$ cat src/rtl/rom_pkg.sv
`default_nettype none
// ============================================================================
// Module : rom_pkg
// Brief  : Shared defaults and FSM state encoding for the ROM burst reader.
// Rev    : 1.0  initial release
// ============================================================================
package rom_pkg;

  localparam int DEFAULT_WIDTH = 8;
  localparam int DEFAULT_DEPTH = 8;

  typedef enum logic [1:0] {
    ST_IDLE  = 2'd0,
    ST_RUN   = 2'd1,
    ST_DRAIN = 2'd2,
    ST_DONE  = 2'd3
  } state_t;

endpackage
`default_nettype wire

$ cat src/rtl/rom_reader_if.sv
`default_nettype none
// ============================================================================
// Module : rom_reader_if
// Brief  : Control, ROM-side and stream-side signals of the ROM burst reader.
// Rev    : 1.0  initial release
// ============================================================================
interface rom_reader_if
  import rom_pkg::*;
#(
  parameter int WIDTH      = DEFAULT_WIDTH,
  parameter int ADDR_WIDTH = $clog2(DEFAULT_DEPTH)
);

  logic                  start;
  logic [ADDR_WIDTH-1:0] start_addr;
  logic [ADDR_WIDTH:0]   length;
  logic                  busy;
  logic                  done;

  logic                  rom_cs;
  logic                  rom_re;
  logic [ADDR_WIDTH-1:0] rom_addr;
  logic [WIDTH-1:0]      rom_data;

  logic [WIDTH-1:0]      out_data;
  logic                  out_valid;
  logic                  out_ready;

  // The reader itself
  modport slave (
    input  start, start_addr, length, rom_data, out_ready,
    output busy, done, rom_cs, rom_re, rom_addr, out_data, out_valid
  );

  // The environment: requester, ROM and stream sink
  modport master (
    output start, start_addr, length, rom_data, out_ready,
    input  busy, done, rom_cs, rom_re, rom_addr, out_data, out_valid
  );

endinterface
`default_nettype wire

$ cat src/rtl/rom_reader_buf.sv
`default_nettype none
// ============================================================================
// Module : rom_reader_buf
// Brief  : Two-entry output buffer; head entry drives the stream directly.
// Rev    : 1.0  initial release
// ============================================================================
module rom_reader_buf
  import rom_pkg::*;
#(
  parameter int WIDTH = DEFAULT_WIDTH
) (
  input  wire logic             clk,
  input  wire logic             reset,
  input  wire logic             i_push,
  input  wire logic [WIDTH-1:0] i_push_data,
  input  wire logic             i_pop,
  output logic      [1:0]       o_count,
  output logic      [WIDTH-1:0] o_data
);

  logic [WIDTH-1:0] r_head;
  logic [WIDTH-1:0] r_tail;
  logic [1:0]       r_count;
  logic             w_pop;
  logic             w_push;

  assign w_pop  = i_pop && (r_count != 2'd0);
  assign w_push = i_push && ((r_count != 2'd2) || w_pop);

  // The head only changes on a pop or when filling an empty buffer,
  // which keeps the stream data stable while it is being stalled.
  always_ff @(posedge clk) begin
    if (reset) begin
      r_head  <= '0;
      r_tail  <= '0;
      r_count <= 2'd0;
    end else begin
      case ({w_push, w_pop})
        2'b10: begin
          if (r_count == 2'd0) begin
            r_head <= i_push_data;
          end else begin
            r_tail <= i_push_data;
          end
          r_count <= r_count + 2'd1;
        end
        2'b01: begin
          r_head  <= r_tail;
          r_count <= r_count - 2'd1;
        end
        2'b11: begin
          if (r_count == 2'd1) begin
            r_head <= i_push_data;
          end else begin
            r_head <= r_tail;
            r_tail <= i_push_data;
          end
        end
        default: begin
        end
      endcase
    end
  end

  assign o_count = r_count;
  assign o_data  = r_head;

endmodule
`default_nettype wire

$ cat src/rtl/rom_reader.sv
`default_nettype none
// ============================================================================
// Module : rom_reader
// Brief  : Streams a burst of words from a registered-read ROM with flow control.
// Rev    : 1.0  initial release
// ============================================================================
module rom_reader
  import rom_pkg::*;
#(
  parameter int WIDTH      = DEFAULT_WIDTH,
  parameter int DEPTH      = DEFAULT_DEPTH,
  parameter int ADDR_WIDTH = $clog2(DEPTH)
) (
  input  wire logic   clk,
  input  wire logic   reset,
  rom_reader_if.slave bus
);

  localparam logic [ADDR_WIDTH-1:0] c_LAST_ADDR = ADDR_WIDTH'(DEPTH - 1);
  localparam logic [ADDR_WIDTH:0]   c_ONE_WORD  = {{ADDR_WIDTH{1'b0}}, 1'b1};

  state_t                r_state;
  logic [ADDR_WIDTH-1:0] r_addr;
  logic [ADDR_WIDTH:0]   r_left;
  logic                  r_inflight;
  logic                  r_busy;
  logic                  r_done;

  logic [1:0]            w_count;
  logic [WIDTH-1:0]      w_data;
  logic                  w_pop;
  logic [2:0]            w_occupancy;
  logic                  w_issue;
  logic                  w_drain_empty;
  logic [ADDR_WIDTH-1:0] w_addr_next;

  assign w_pop = (w_count != 2'd0) && bus.out_ready;

  // Words already buffered or on their way, after this cycle's pop; a new
  // read is only safe while that total leaves room in the two-entry buffer.
  assign w_occupancy   = {1'b0, w_count} + {2'b00, r_inflight} - {2'b00, w_pop};
  assign w_issue       = (r_state == ST_RUN) && (w_occupancy < 3'd2);
  assign w_drain_empty = !r_inflight && (w_count == {1'b0, w_pop});
  assign w_addr_next   = (r_addr == c_LAST_ADDR) ? '0 : r_addr + 1'b1;

  always_ff @(posedge clk) begin
    if (reset) begin
      r_state    <= ST_IDLE;
      r_addr     <= '0;
      r_left     <= '0;
      r_inflight <= 1'b0;
      r_busy     <= 1'b0;
      r_done     <= 1'b0;
    end else begin
      r_inflight <= w_issue;
      r_done     <= 1'b0;
      if (w_issue) begin
        r_addr <= w_addr_next;
        r_left <= r_left - c_ONE_WORD;
      end
      case (r_state)
        ST_IDLE: begin
          if (bus.start) begin
            if (bus.length != '0) begin
              r_addr  <= bus.start_addr;
              r_left  <= bus.length;
              r_busy  <= 1'b1;
              r_state <= ST_RUN;
            end else begin
              r_done  <= 1'b1;
              r_state <= ST_DONE;
            end
          end
        end
        ST_RUN: begin
          if (w_issue && (r_left == c_ONE_WORD)) begin
            r_state <= ST_DRAIN;
          end
        end
        ST_DRAIN: begin
          if (w_drain_empty) begin
            r_busy  <= 1'b0;
            r_done  <= 1'b1;
            r_state <= ST_DONE;
          end
        end
        ST_DONE: begin
          r_state <= ST_IDLE;
        end
        default: begin
          r_state <= ST_IDLE;
        end
      endcase
    end
  end

  // Read data returns one cycle after the request, so the in-flight flag
  // doubles as the buffer push strobe.
  rom_reader_buf #(
    .WIDTH (WIDTH)
  ) u_buf (
    .clk         (clk),
    .reset       (reset),
    .i_push      (r_inflight),
    .i_push_data (bus.rom_data),
    .i_pop       (w_pop),
    .o_count     (w_count),
    .o_data      (w_data)
  );

  assign bus.busy      = r_busy;
  assign bus.done      = r_done;
  assign bus.rom_cs    = w_issue;
  assign bus.rom_re    = w_issue;
  assign bus.rom_addr  = r_addr;
  assign bus.out_data  = w_data;
  assign bus.out_valid = (w_count != 2'd0);

endmodule
`default_nettype wire

$ cat src/flat_wrapper.sv
// flat-port wrapper written by rule: the top's interface ports become plain ports
module rom_reader_flat import rom_pkg::*;
#(
  parameter int WIDTH      = DEFAULT_WIDTH,
  parameter int DEPTH      = DEFAULT_DEPTH,
  parameter int ADDR_WIDTH = $clog2(DEPTH)
)
  (clk, reset, bus_start, bus_start_addr, bus_length, bus_rom_data, bus_out_ready, bus_busy, bus_done, bus_rom_cs, bus_rom_re, bus_rom_addr, bus_out_data, bus_out_valid);
  rom_reader_if #(.WIDTH(WIDTH), .ADDR_WIDTH(ADDR_WIDTH)) bus_i ();
  input  wire logic clk;
  input  wire logic reset;
  input wire logic [$bits(bus_i.start)-1:0] bus_start;
  input wire logic [$bits(bus_i.start_addr)-1:0] bus_start_addr;
  input wire logic [$bits(bus_i.length)-1:0] bus_length;
  input wire logic [$bits(bus_i.rom_data)-1:0] bus_rom_data;
  input wire logic [$bits(bus_i.out_ready)-1:0] bus_out_ready;
  output wire logic [$bits(bus_i.busy)-1:0] bus_busy;
  output wire logic [$bits(bus_i.done)-1:0] bus_done;
  output wire logic [$bits(bus_i.rom_cs)-1:0] bus_rom_cs;
  output wire logic [$bits(bus_i.rom_re)-1:0] bus_rom_re;
  output wire logic [$bits(bus_i.rom_addr)-1:0] bus_rom_addr;
  output wire logic [$bits(bus_i.out_data)-1:0] bus_out_data;
  output wire logic [$bits(bus_i.out_valid)-1:0] bus_out_valid;
  assign bus_i.start = bus_start;
  assign bus_i.start_addr = bus_start_addr;
  assign bus_i.length = bus_length;
  assign bus_i.rom_data = bus_rom_data;
  assign bus_i.out_ready = bus_out_ready;
  assign bus_busy = bus_i.busy;
  assign bus_done = bus_i.done;
  assign bus_rom_cs = bus_i.rom_cs;
  assign bus_rom_re = bus_i.rom_re;
  assign bus_rom_addr = bus_i.rom_addr;
  assign bus_out_data = bus_i.out_data;
  assign bus_out_valid = bus_i.out_valid;
  rom_reader #(.WIDTH(WIDTH), .DEPTH(DEPTH), .ADDR_WIDTH(ADDR_WIDTH)) u_core (.clk(clk), .reset(reset), .bus(bus_i));
endmodule
$ cat config.mk
export PLATFORM = sky130hd
export DESIGN_NAME = rom_reader_flat
export DESIGN_NICKNAME = d
export VERILOG_FILES = /design/src/rtl/rom_pkg.sv /design/src/rtl/rom_reader_if.sv /design/src/rtl/rom_reader_buf.sv /design/src/rtl/rom_reader.sv /design/src/flat_wrapper.sv
export SDC_FILE = /design/constraint.sdc
export NUM_CORES = 1
export LEC_CHECK = 0
export BUFFER_PORTS_ARGS = -buffer_cell sky130_fd_sc_hd__buf_4
export CAP_MARGIN = 20
export CORE_MARGIN = 10
export CORE_UTILIZATION = 45
export CTS_CLUSTER_SIZE = 30
export DETAILED_ROUTE_END_ITERATION = 12
export GPL_ROUTABILITY_DRIVEN = 0
export GPL_TIMING_DRIVEN = 0
export HOLD_SLACK_MARGIN = 0.12
export PLACE_DENSITY = 0.68
export SLEW_MARGIN = 0
export SYNTH_ARGS = -nofsm -noshare
export SYNTH_HDL_FRONTEND = slang
export SYNTH_HIERARCHICAL = 1
export SYNTH_SLANG_ARGS = --single-unit
$ cat constraint.sdc
create_clock -name clk -period 10.4 [get_ports clk]
set_clock_uncertainty 0.2 [all_clocks]
set_input_delay 3.12 -clock clk [delete_from_list [all_inputs] [get_ports clk]]
set_output_delay 3.12 -clock clk [all_outputs]
set_load 0.01 [all_outputs]
==> impl_metrics.env, run 1 <==
export IMPL_status="finished, final reports clean"
export IMPL_holdWs_ns=0.300
export IMPL_grt_pass1_vias=1364
export IMPL_arrival_ns=5.04
export IMPL_synth_top_area_cell="dfxtp_1"
export IMPL_path_cells="buf_4, and2_1, ha_1, nand2b_1, fa_1, xnor2_1, and3_1, buf_4, buf_4, buf_4"
export IMPL_cts_tree="done"
export IMPL_grt_max_degree=11
export IMPL_power_density_mw_per_mm2=262
export IMPL_yosysWarnings=6
export IMPL_hold_path_end="u_core/bus.busy"
export IMPL_overflow=0
export IMPL_synth_top_area_share_pct=37.2
export IMPL_drc=0
export IMPL_period_minus_slack_ns=8.36
export IMPL_setup_tns_final_ns=0
export IMPL_postSynthNetCount=208
export IMPL_critPathTopFamily="adder cells"
export IMPL_max_slew_margin_rel_pct=68.0
export IMPL_min_delay_start="u_core/bus.busy"
export IMPL_hp_class="register to register"
export IMPL_cp_max_fo=9
export IMPL_die_y_um=79.9
export IMPL_core_mm2=0.00342
export IMPL_cts_resized=0
export IMPL_instances_no_fill=264
export IMPL_fill_cells=330
export IMPL_async_flop_share_pct=0
export IMPL_synth_edff_count=0
export IMPL_path_class="input pin to output pin"
export IMPL_n_antenna_cell=0
export IMPL_fin_total_pwr_uw=518
export IMPL_fin_ws_ns=2.04
export IMPL_cts_made_buffers=5
export IMPL_nets=249
export IMPL_crit_buf_inv=4
export IMPL_wl_per_cell_um=13.8
export IMPL_syn_area_mm2=0.00162
export IMPL_antenna_found_initial=0
export IMPL_dpl_cell_count=257
export IMPL_critPathMostFrequentCell="buf_4"
export IMPL_grtUsageTotal_pct=11.8
export IMPL_portBuffers=34
export IMPL_ios=35
export IMPL_area_growth_pct=22.3
export IMPL_ir_drop_uv=135
export IMPL_dieArea_mm2=0.00639
export IMPL_yosysMostFrequentCell="dfxtp_1"
export IMPL_ant_nets=0
export IMPL_vias_per_cell=5.19
export IMPL_vias=1371
export IMPL_yosys_most_used_dff="dfxtp_1"
export IMPL_worstSetupStartpointType="input pin"
export IMPL_setup_viol=0
export IMPL_place_ws_ns=2.03
export IMPL_ctsHoldBuffers=0
export IMPL_cp_slowest_stage_delay_ns=0.38
export IMPL_rsz0062_at_grt="no"
export IMPL_ys_types=44
export IMPL_cp_required_ns=7.08
export IMPL_cap_viol_max_count=0
export IMPL_drv_slew=0
export IMPL_layout_drive_gt1_share_pct=24.8
export IMPL_clkLatencyLatePin_ns=0.31
export IMPL_r2r_start="u_core/u_buf/o_count[1]"
export IMPL_first_iter_violations=76
export IMPL_seq_area_frac_synth_pct=37.2
export IMPL_grt_pass1_wl_um=6090
export IMPL_r2r_cells=10
export IMPL_fmax_mhz=120
export IMPL_cts_path_max_buffers=2
export IMPL_syn_area_per_cell_um2=9.13
export IMPL_post_cts_repair_setup_buffers=0
export IMPL_start_util_pct=47.3
export IMPL_synthTopCellsByCount="dfxtp_1 (30), nor2_1 (28), mux2i_1 (13)"
export IMPL_power_leakage_nw=0.895
export IMPL_r2r_setup_slack_ns=7.47
export IMPL_whs_path_depth=2
export IMPL_hold_viol=0
export IMPL_ctsHtreeMaxLevel=2
export IMPL_finalWirelength_um=3650
export IMPL_fp_dieW_um=79.9
export IMPL_drt_pass1_iter_count=4
export IMPL_num_rows=21
export IMPL_clk_pin_slew_ns=0.09
export IMPL_worst_slew_pin_slew_ns=0.480
export IMPL_end_kind="output pin"
export IMPL_dpl_hpwl_um=2840
export IMPL_timing_rr_end="u_core/bus.rom_addr[1]"
export IMPL_clock_sinks=30
export IMPL_ys_ff_latch=30
export IMPL_timing_final_crit_share_pct=80.4
export IMPL_cp_slowest_cell="fa_1"
export IMPL_synth_area_top_cells="dfxtp_1 (37%), ha_1 (8.5%), mux2i_1 (8.0%)"
export IMPL_netlist_instances=177
export IMPL_cts_root_buf="clkbuf_4"
==> area by class of cell <==
class                           instances  area [um^2]  share of cell area [%]
Multi-Input combinational cell        127          920                    46.5
Clock buffer                            5         37.5                    1.90
Tap cell                               46         57.6                    2.91
Inverter                               11         41.3                    2.09
Sequential cell                        30          601                    30.4
Buffer                                  9         55.1                    2.78
Timing Repair Buffer                   34          255                    12.9
Clock inverter                          2         10.0                   0.506
==> cell usage in the layout (no fill, tap or decap), types with 2 or more instances in the layout <==
| master | count |
|---|---|
| buf_4 | 37 |
| dfxtp_1 | 30 |
| nor2_1 | 28 |
| mux2i_1 | 13 |
| nand2_1 | 12 |
| a311oi_1 | 11 |
| ha_1 | 11 |
| inv_1 | 10 |
| nand3_1 | 8 |
| clkbuf_4 | 5 |
| a21oi_1 | 4 |
| nand2b_1 | 3 |
| xnor2_1 | 3 |
| clkbuf_1 | 3 |
| a22o_1 | 3 |
| clkinv_2 | 2 |
| and4_1 | 2 |
| xor2_1 | 2 |
| nor2b_1 | 2 |
| nor3b_1 | 2 |
| a211oi_1 | 2 |
==> stage by stage <==
step,cell area (um^2),utilization [%]
4_1_cts,1980,57.9
3_3_place_gp,1930,56.5
3_5_place_dp,1930,56.5
5_1_grt,1980,57.9
2_1_floorplan,1620,-
6_report,1980,57.9
==> layer usage <==
layer  share of wire, %  vias to the layer above  GRT usage [%]
li1                   -                      700              -
met1                 45                      647           13.4
met2                 50                       22           19.8
met3                4.5                        2           3.94
met4               0.58                        0           4.93
met5                  0                        -              0
==> tightest hold or removal path: stages, from the launching register on <==
cell	delay, ns
dfxtp_1	0.34
a2bb2oi_1	0.06
nor2_1	0.07
==> kinds of logic after synthesis <==
kind of cell / share of synthesized area, %
and+or+nand+nor: 20.7
DFF: 37.2
AOI/OAI and AO/OA: 14.9
buffers and inverters: 5.96
muxes: 8.75
adders and majority gates: 9.75
xor gates and xnor gates: 2.71
==> report_power, final <==
| group | internal (mW) | switching [mW] | total (mW) |
|---|---|---|---|
| Combinational | 0.136 | 0.141 | 0.277 |
| Sequential | 0.151 | 0.0271 | 0.179 |
| Clock | 0.0243 | 0.0383 | 0.0626 |
==> registers in the layout (all words and copies together), names as in the netlist <==
name	cells
u_core/bus.busy	1
u_core/r_inflight	1
u_core/r_state	2
u_core/bus.rom_addr	3
u_core/r_left	4
u_core/bus.done	1
u_core/u_buf/o_count	2
u_core/u_buf/r_tail	8
u_core/u_buf/o_data	8
==> worst max path at each step <==
stage	from	endpoint	slack, ns	cells past startpoint
6_report	bus_out_ready	bus_rom_re	2.04	10
3_5_place_dp	bus_out_ready	bus_rom_re	2.03	10
5_1_grt	bus_out_ready	bus_rom_re	1.91	10
2_1_floorplan	bus_out_ready	bus_rom_re	2.35	8
4_1_cts	bus_out_ready	bus_rom_re	2.03	10
3_3_place_gp	bus_out_ready	bus_rom_re	2.06	10
Note: power is estimated with default switching activity, not from simulation.
==> run 2, diff against run 1 <==
--- a/config.mk
+++ b/config.mk
@@ -14,7 +14,7 @@
 export GPL_ROUTABILITY_DRIVEN = 0
 export GPL_TIMING_DRIVEN = 0
 export HOLD_SLACK_MARGIN = 0.12
-export PLACE_DENSITY = 0.68
+export PLACE_DENSITY = 0.71
 export SLEW_MARGIN = 0
 export SYNTH_ARGS = -nofsm -noshare
 export SYNTH_HDL_FRONTEND = slang
==> constraint.sdc (replaced) <==
create_clock -name clk -period 6.7 [get_ports clk]
set_clock_uncertainty 0.2 [all_clocks]
set_input_delay 2.01 -clock clk [delete_from_list [all_inputs] [get_ports clk]]
set_output_delay 2.01 -clock clk [all_outputs]
set_load 0.01 [all_outputs]
==> run 2 against run 1 <==
  * Die area stayed put
  * Clock-buffer cell count is 1 higher
  * Core utilization is 0.48 points higher
  * Worst setup slack worse by 1.5 ns
  * First-iteration DRC count is 50% lower
  * Clock power is 87% higher
==> impl_metrics.env, run 2 (same netlist as run 1, synthesis figures left out) <==
export IMPL_cts_path_max_buffers=2
export IMPL_ios=35
export IMPL_ctsHtreeMaxLevel=2
export IMPL_holdWs_ns=0.296
export IMPL_fp_dieW_um=79.9
export IMPL_grt_pass1_wl_um=6310
export IMPL_vias_per_cell=5.30
export IMPL_dpl_cell_count=257
export IMPL_n_antenna_cell=0
export IMPL_antenna_found_initial=0
export IMPL_instances_no_fill=265
export IMPL_dpl_cell_area_mm2=0.00193
export IMPL_place_ws_ns=0.514
export IMPL_vias=1404
export IMPL_area_growth_pct=23.3
export IMPL_fin_util_pct=58.4
export IMPL_whs_path_depth=2
export IMPL_ant_nets=0
export IMPL_power_leakage_nw=0.898
export IMPL_die_y_um=79.9
export IMPL_fin_ws_ns=0.523
export IMPL_ctsHoldBuffers=0
export IMPL_clkLatencyLatePin_ns=0.34
export IMPL_worst_slew_pin_slew_ns=0.483
export IMPL_start_util_pct=47.3
export IMPL_grt_pass1_vias=1460
export IMPL_clock_sinks=30
export IMPL_fin_total_pwr_uw=825
export IMPL_arrival_ns=3.97
export IMPL_end_kind="output pin"
export IMPL_period_minus_slack_ns=6.18
export IMPL_clk_pin_slew_ns=0.10
export IMPL_cts_root_buf="clkbuf_4"
export IMPL_portBuffers=34
export IMPL_hp_class="register to register"
export IMPL_dieArea_mm2=0.00639
export IMPL_drc=0
export IMPL_r2r_cells=10
export IMPL_cts_resized=0
export IMPL_cp_max_fo=9
export IMPL_ir_drop_uv=203
export IMPL_post_cts_repair_setup_buffers=0
export IMPL_wl_per_cell_um=14.1
export IMPL_timing_final_crit_share_pct=92.2
export IMPL_dpl_hpwl_um=2900
export IMPL_num_rows=21
export IMPL_seq_area_um2=601
export IMPL_worstSetupStartpointType="input pin"
export IMPL_cts_tree="done"
export IMPL_core_mm2=0.00342
export IMPL_fmax_mhz=162
export IMPL_power_density_mw_per_mm2=414
export IMPL_status="finished, final reports clean"
export IMPL_grtUsageTotal_pct=12.3
export IMPL_path_class="input pin to output pin"
export IMPL_max_slew_margin_rel_pct=67.8
export IMPL_fill_cells=324
export IMPL_setup_tns_final_ns=0
export IMPL_overflow=0
export IMPL_rsz0062_at_grt="no"
export IMPL_drt_pass1_iter_count=4
export IMPL_multi_input_area_um2=920
export IMPL_first_iter_violations=38
export IMPL_layout_drive_gt1_share_pct=25.1
export IMPL_stdcell_area_mm2=0.00199
export IMPL_cp_required_ns=4.49
export IMPL_hold_viol=0
export IMPL_drv_slew=0
export IMPL_layout_commonest_cell="buf_4"
export IMPL_final_cell_mix="buf_4 (37), dfxtp_1 (30), nor2_1 (28), mux2i_1 (13), nand2_1 (12)"
export IMPL_cap_viol_max_count=0
export IMPL_setup_viol=0
export IMPL_nets=249
export IMPL_finalWirelength_um=3730
export IMPL_cts_made_buffers=5
export IMPL_grt_max_degree=11
[run 2: layout make-up]
| cell class | count | share of cell area, % |
|---|---|---|
| Sequential cell | 30 | 30.1 |
| Timing Repair Buffer | 34 | 12.8 |
| Clock buffer | 6 | 2.57 |
| Buffer | 9 | 2.76 |
| Multi-Input combinational cell | 127 | 46.1 |
| Inverter | 11 | 2.07 |
| Tap cell | 46 | 2.89 |
| Clock inverter | 2 | 0.628 |
[run 2: power breakdown]
group | total (mW) | internal, mW | switching (mW)
registers | 0.277 | 0.235 | 0.0419
clock network | 0.117 | 0.0504 | 0.0668
logic | 0.431 | 0.210 | 0.221
[run 2: path summary, 6_finish.rpt]
check | startpoint | slack [ns] | endpoint
worst max-delay path | bus_out_ready | 0.52 | bus_rom_re
worst max register to register | u_core/u_buf/o_count[1] | 3.72 | u_core/bus.rom_addr[1]
worst min-delay path | u_core/u_buf/r_tail[0] | 0.30 | u_core/u_buf/o_data[0]
worst min register to register | u_core/u_buf/r_tail[0] | 0.30 | u_core/u_buf/o_data[0]
[run 2: worst max-delay path: stages]
cell      delay, ns
buf_4          0.10
and2_1         0.17
ha_1           0.28
nand2b_1       0.16
fa_1           0.38
xnor2_1        0.26
and3_1         0.20
buf_4          0.17
buf_4          0.12
buf_4          0.10
[run 2: metal layers]
| metal | up-vias | GRT usage [%] | wire length (um) | share of wire, % |
|---|---|---|---|---|
| li1 | 710 | - | - | - |
| met1 | 660 | 11.9 | 1540 | 41 |
| met2 | 27 | 22.5 | 1900 | 51 |
| met3 | 7 | 4.50 | 220 | 5.9 |
| met4 | 0 | 5.81 | 70 | 1.9 |
| met5 | - | 0 | 0 | 0 |
==> run 3, diff against run 2 <==
--- a/config.mk
+++ b/config.mk
@@ -7,14 +7,17 @@
 export LEC_CHECK = 0
 export BUFFER_PORTS_ARGS = -buffer_cell sky130_fd_sc_hd__buf_4
 export CAP_MARGIN = 20
+export CELL_PAD_IN_SITES_DETAIL_PLACEMENT = 0
+export CELL_PAD_IN_SITES_GLOBAL_PLACEMENT = 1
 export CORE_MARGIN = 10
-export CORE_UTILIZATION = 45
+export CORE_UTILIZATION = 36
 export CTS_CLUSTER_SIZE = 30
 export DETAILED_ROUTE_END_ITERATION = 12
 export GPL_ROUTABILITY_DRIVEN = 0
 export GPL_TIMING_DRIVEN = 0
 export HOLD_SLACK_MARGIN = 0.12
-export PLACE_DENSITY = 0.71
+export MAX_ROUTING_LAYER = met4
+export PLACE_DENSITY_LB_ADDON = 0.1
 export SLEW_MARGIN = 0
 export SYNTH_ARGS = -nofsm -noshare
 export SYNTH_HDL_FRONTEND = slang
==> run 3 against run 2 <==
  * Wire length up 8.8%
  * Via count is 0.21% lower
  * Fmax shrank 0.43%
  * Design area rose by 1.9%
  * Worst hold slack got worse by 0.0041 ns
  * Sequential power barely moved
  * Clock-buffer cell count unchanged
  * Final cell count up 2.3%
  * Sequential share of layout area fell by 0.58 points
  * Register-to-register slack about the same
  * Worst setup slack worse by 0.027 ns
  * Flip-flop and latch count unchanged
  * Critical endpoint unchanged
  * Largest power group unchanged
==> impl_metrics.env, run 3 (same netlist as run 1, synthesis figures left out) <==
export IMPL_area_growth_pct=25.7
export IMPL_fmax_mhz=161
export IMPL_overflow=0
export IMPL_grt_pass1_vias=1478
export IMPL_cts_root_buf="clkbuf_8"
export IMPL_antenna_found_initial=0
export IMPL_dpl_cell_count=263
export IMPL_drv_slew=0
export IMPL_arrival_ns=3.99
export IMPL_n_antenna_cell=0
export IMPL_nets=249
export IMPL_drc=0
export IMPL_combPwrFrac_pct=50.0
export IMPL_internal_power_uw=529
export IMPL_critPathTopFamily="adder cells"
export IMPL_critPathMostFrequentCell="buf_4"
export IMPL_power_density_mw_per_mm2=427
export IMPL_num_rows=24
export IMPL_cts_made_buffers=5
export IMPL_worstSetupStartpointType="input pin"
export IMPL_hold_viol=0
export IMPL_drt_pass1_iter_count=4
export IMPL_cts_path_max_buffers=2
export IMPL_grt_pass1_wl_um=6880
export IMPL_layout_commonest_cell="buf_4"
export IMPL_die_y_um=87.0
export IMPL_setup_tns_final_ns=0
export IMPL_vias_per_cell=5.17
export IMPL_crit_buf_inv=4
export IMPL_p_seq_share_pct=32.0
export IMPL_instances_no_fill=271
export IMPL_cp_slowest_cell="fa_1"
export IMPL_cp_max_fo=9
export IMPL_core_mm2=0.00435
export IMPL_clk_pin_slew_ns=0.07
export IMPL_power_leakage_nw=0.911
export IMPL_first_iter_violations=78
export IMPL_status="finished, final reports clean"
export IMPL_dpl_hpwl_um=3050
export IMPL_cp_required_ns=4.49
export IMPL_final_cell_mix="buf_4 (37), dfxtp_1 (30), nor2_1 (28), mux2i_1 (13), nand2_1 (12)"
export IMPL_pwr_share_clk_pct=18.0
export IMPL_clkLatencyLatePin_ns=0.29
export IMPL_end_kind="output pin"
export IMPL_path_class="input pin to output pin"
export IMPL_grtUsageTotal_pct=11.9
export IMPL_cp_slowest_stage_delay_ns=0.38
export IMPL_max_slew_margin_rel_pct=67.9
export IMPL_fp_dieW_um=87.0
export IMPL_period_minus_slack_ns=6.20
export IMPL_cap_viol_max_count=0
export IMPL_post_cts_repair_setup_buffers=0
export IMPL_start_util_pct=37.1
export IMPL_timing_final_crit_share_pct=92.6
export IMPL_cts_resized=0
export IMPL_holdWs_ns=0.292
export IMPL_ctsHoldBuffers=0
export IMPL_dieArea_mm2=0.00757
export IMPL_clock_sinks=30
export IMPL_portBuffers=34
export IMPL_fin_util_pct=46.7
export IMPL_hp_class="register to register"
export IMPL_vias=1401
export IMPL_p_switching_uw=338
export IMPL_layout_drive_gt1_share_pct=25.1
export IMPL_ant_nets=0
export IMPL_cts_tree="done"
export IMPL_ctsHtreeMaxLevel=2
export IMPL_wl_per_cell_um=15.0
export IMPL_ios=35
export IMPL_rsz0062_at_grt="no"
export IMPL_p_sw_share_pct=39.0
export IMPL_finalWirelength_um=4060
export IMPL_worst_slew_pin_slew_ns=0.482
export IMPL_setup_viol=0
export IMPL_ir_drop_uv=182
export IMPL_path_cells="buf_4, and2_1, ha_1, nand2b_1, fa_1, xnor2_1, and3_1, buf_4, buf_4, buf_4"
export IMPL_fin_total_pwr_uw=867
export IMPL_grt_max_degree=11
==> run 3: cell counts in the layout (fill, tap and decap cells not counted) <==
No cell type changed its count.
==> run 3: area by class of cell <==
cell class / instances / area [um^2]
Fill cell: 438 / 2320
Timing Repair Buffer: 34 / 255
Clock buffer: 6 / 82.6
Multi-Input combinational cell: 127 / 920
Clock inverter: 2 / 12.5
Inverter: 11 / 41.3
Sequential cell: 30 / 601
Tap cell: 52 / 65.1
Buffer: 9 / 55.1
==> run 3: path summary, 6_finish.rpt <==
path                            from                endpoint  slack, ns  cells past startpoint
min           u_core/u_buf/r_tail[1]  u_core/u_buf/o_data[1]       0.29                      2
max reg2reg  u_core/u_buf/o_count[1]  u_core/bus.rom_addr[1]       3.72                     10
min reg2reg   u_core/u_buf/r_tail[1]  u_core/u_buf/o_data[1]       0.29                      2
max                    bus_out_ready              bus_rom_re       0.50                     10
==> run 3: through the flow <==
stage | setup WS [ns] | area (um^2)
floorplan | 0.872 | 1620
global placement | 0.508 | 1940
detailed placement | 0.464 | 1940
CTS | 0.453 | 2030
global route | 0.304 | 2030
finish | 0.496 | 2030
==> run 3: power by group through the flow <==
stage / clock network (mW) / logic [mW] / registers (mW)
floorplan: 0 / 0.282 / 0.289
global placement: 0 / 0.426 / 0.279
detailed placement: 0 / 0.440 / 0.283
CTS: 0.162 / 0.443 / 0.279
global route: 0.171 / 0.492 / 0.288
finish: 0.156 / 0.433 / 0.278
==> run 3: per-layer routing <==
layer	global-route usage, %	vias up	wire length (um)
met5	-	-	0
met4	4.86	0	66
met3	4.68	9	212
met2	19.7	28	2040
met1	12.3	664	1740
li1	-	700	-
==> run 3: worst register-to-register path: cells and delay by family, from the launching register on <==
| family | cells | cell delay (ns) |
|---|---|---|
| compound gates | 1 | 0.25 |
| xor+xnor | 1 | 0.28 |
| fa+ha+maj | 2 | 0.66 |
| buf+inv | 1 | 0.18 |
| flops | 1 | 0.39 |
| simple gates | 5 | 0.94 |
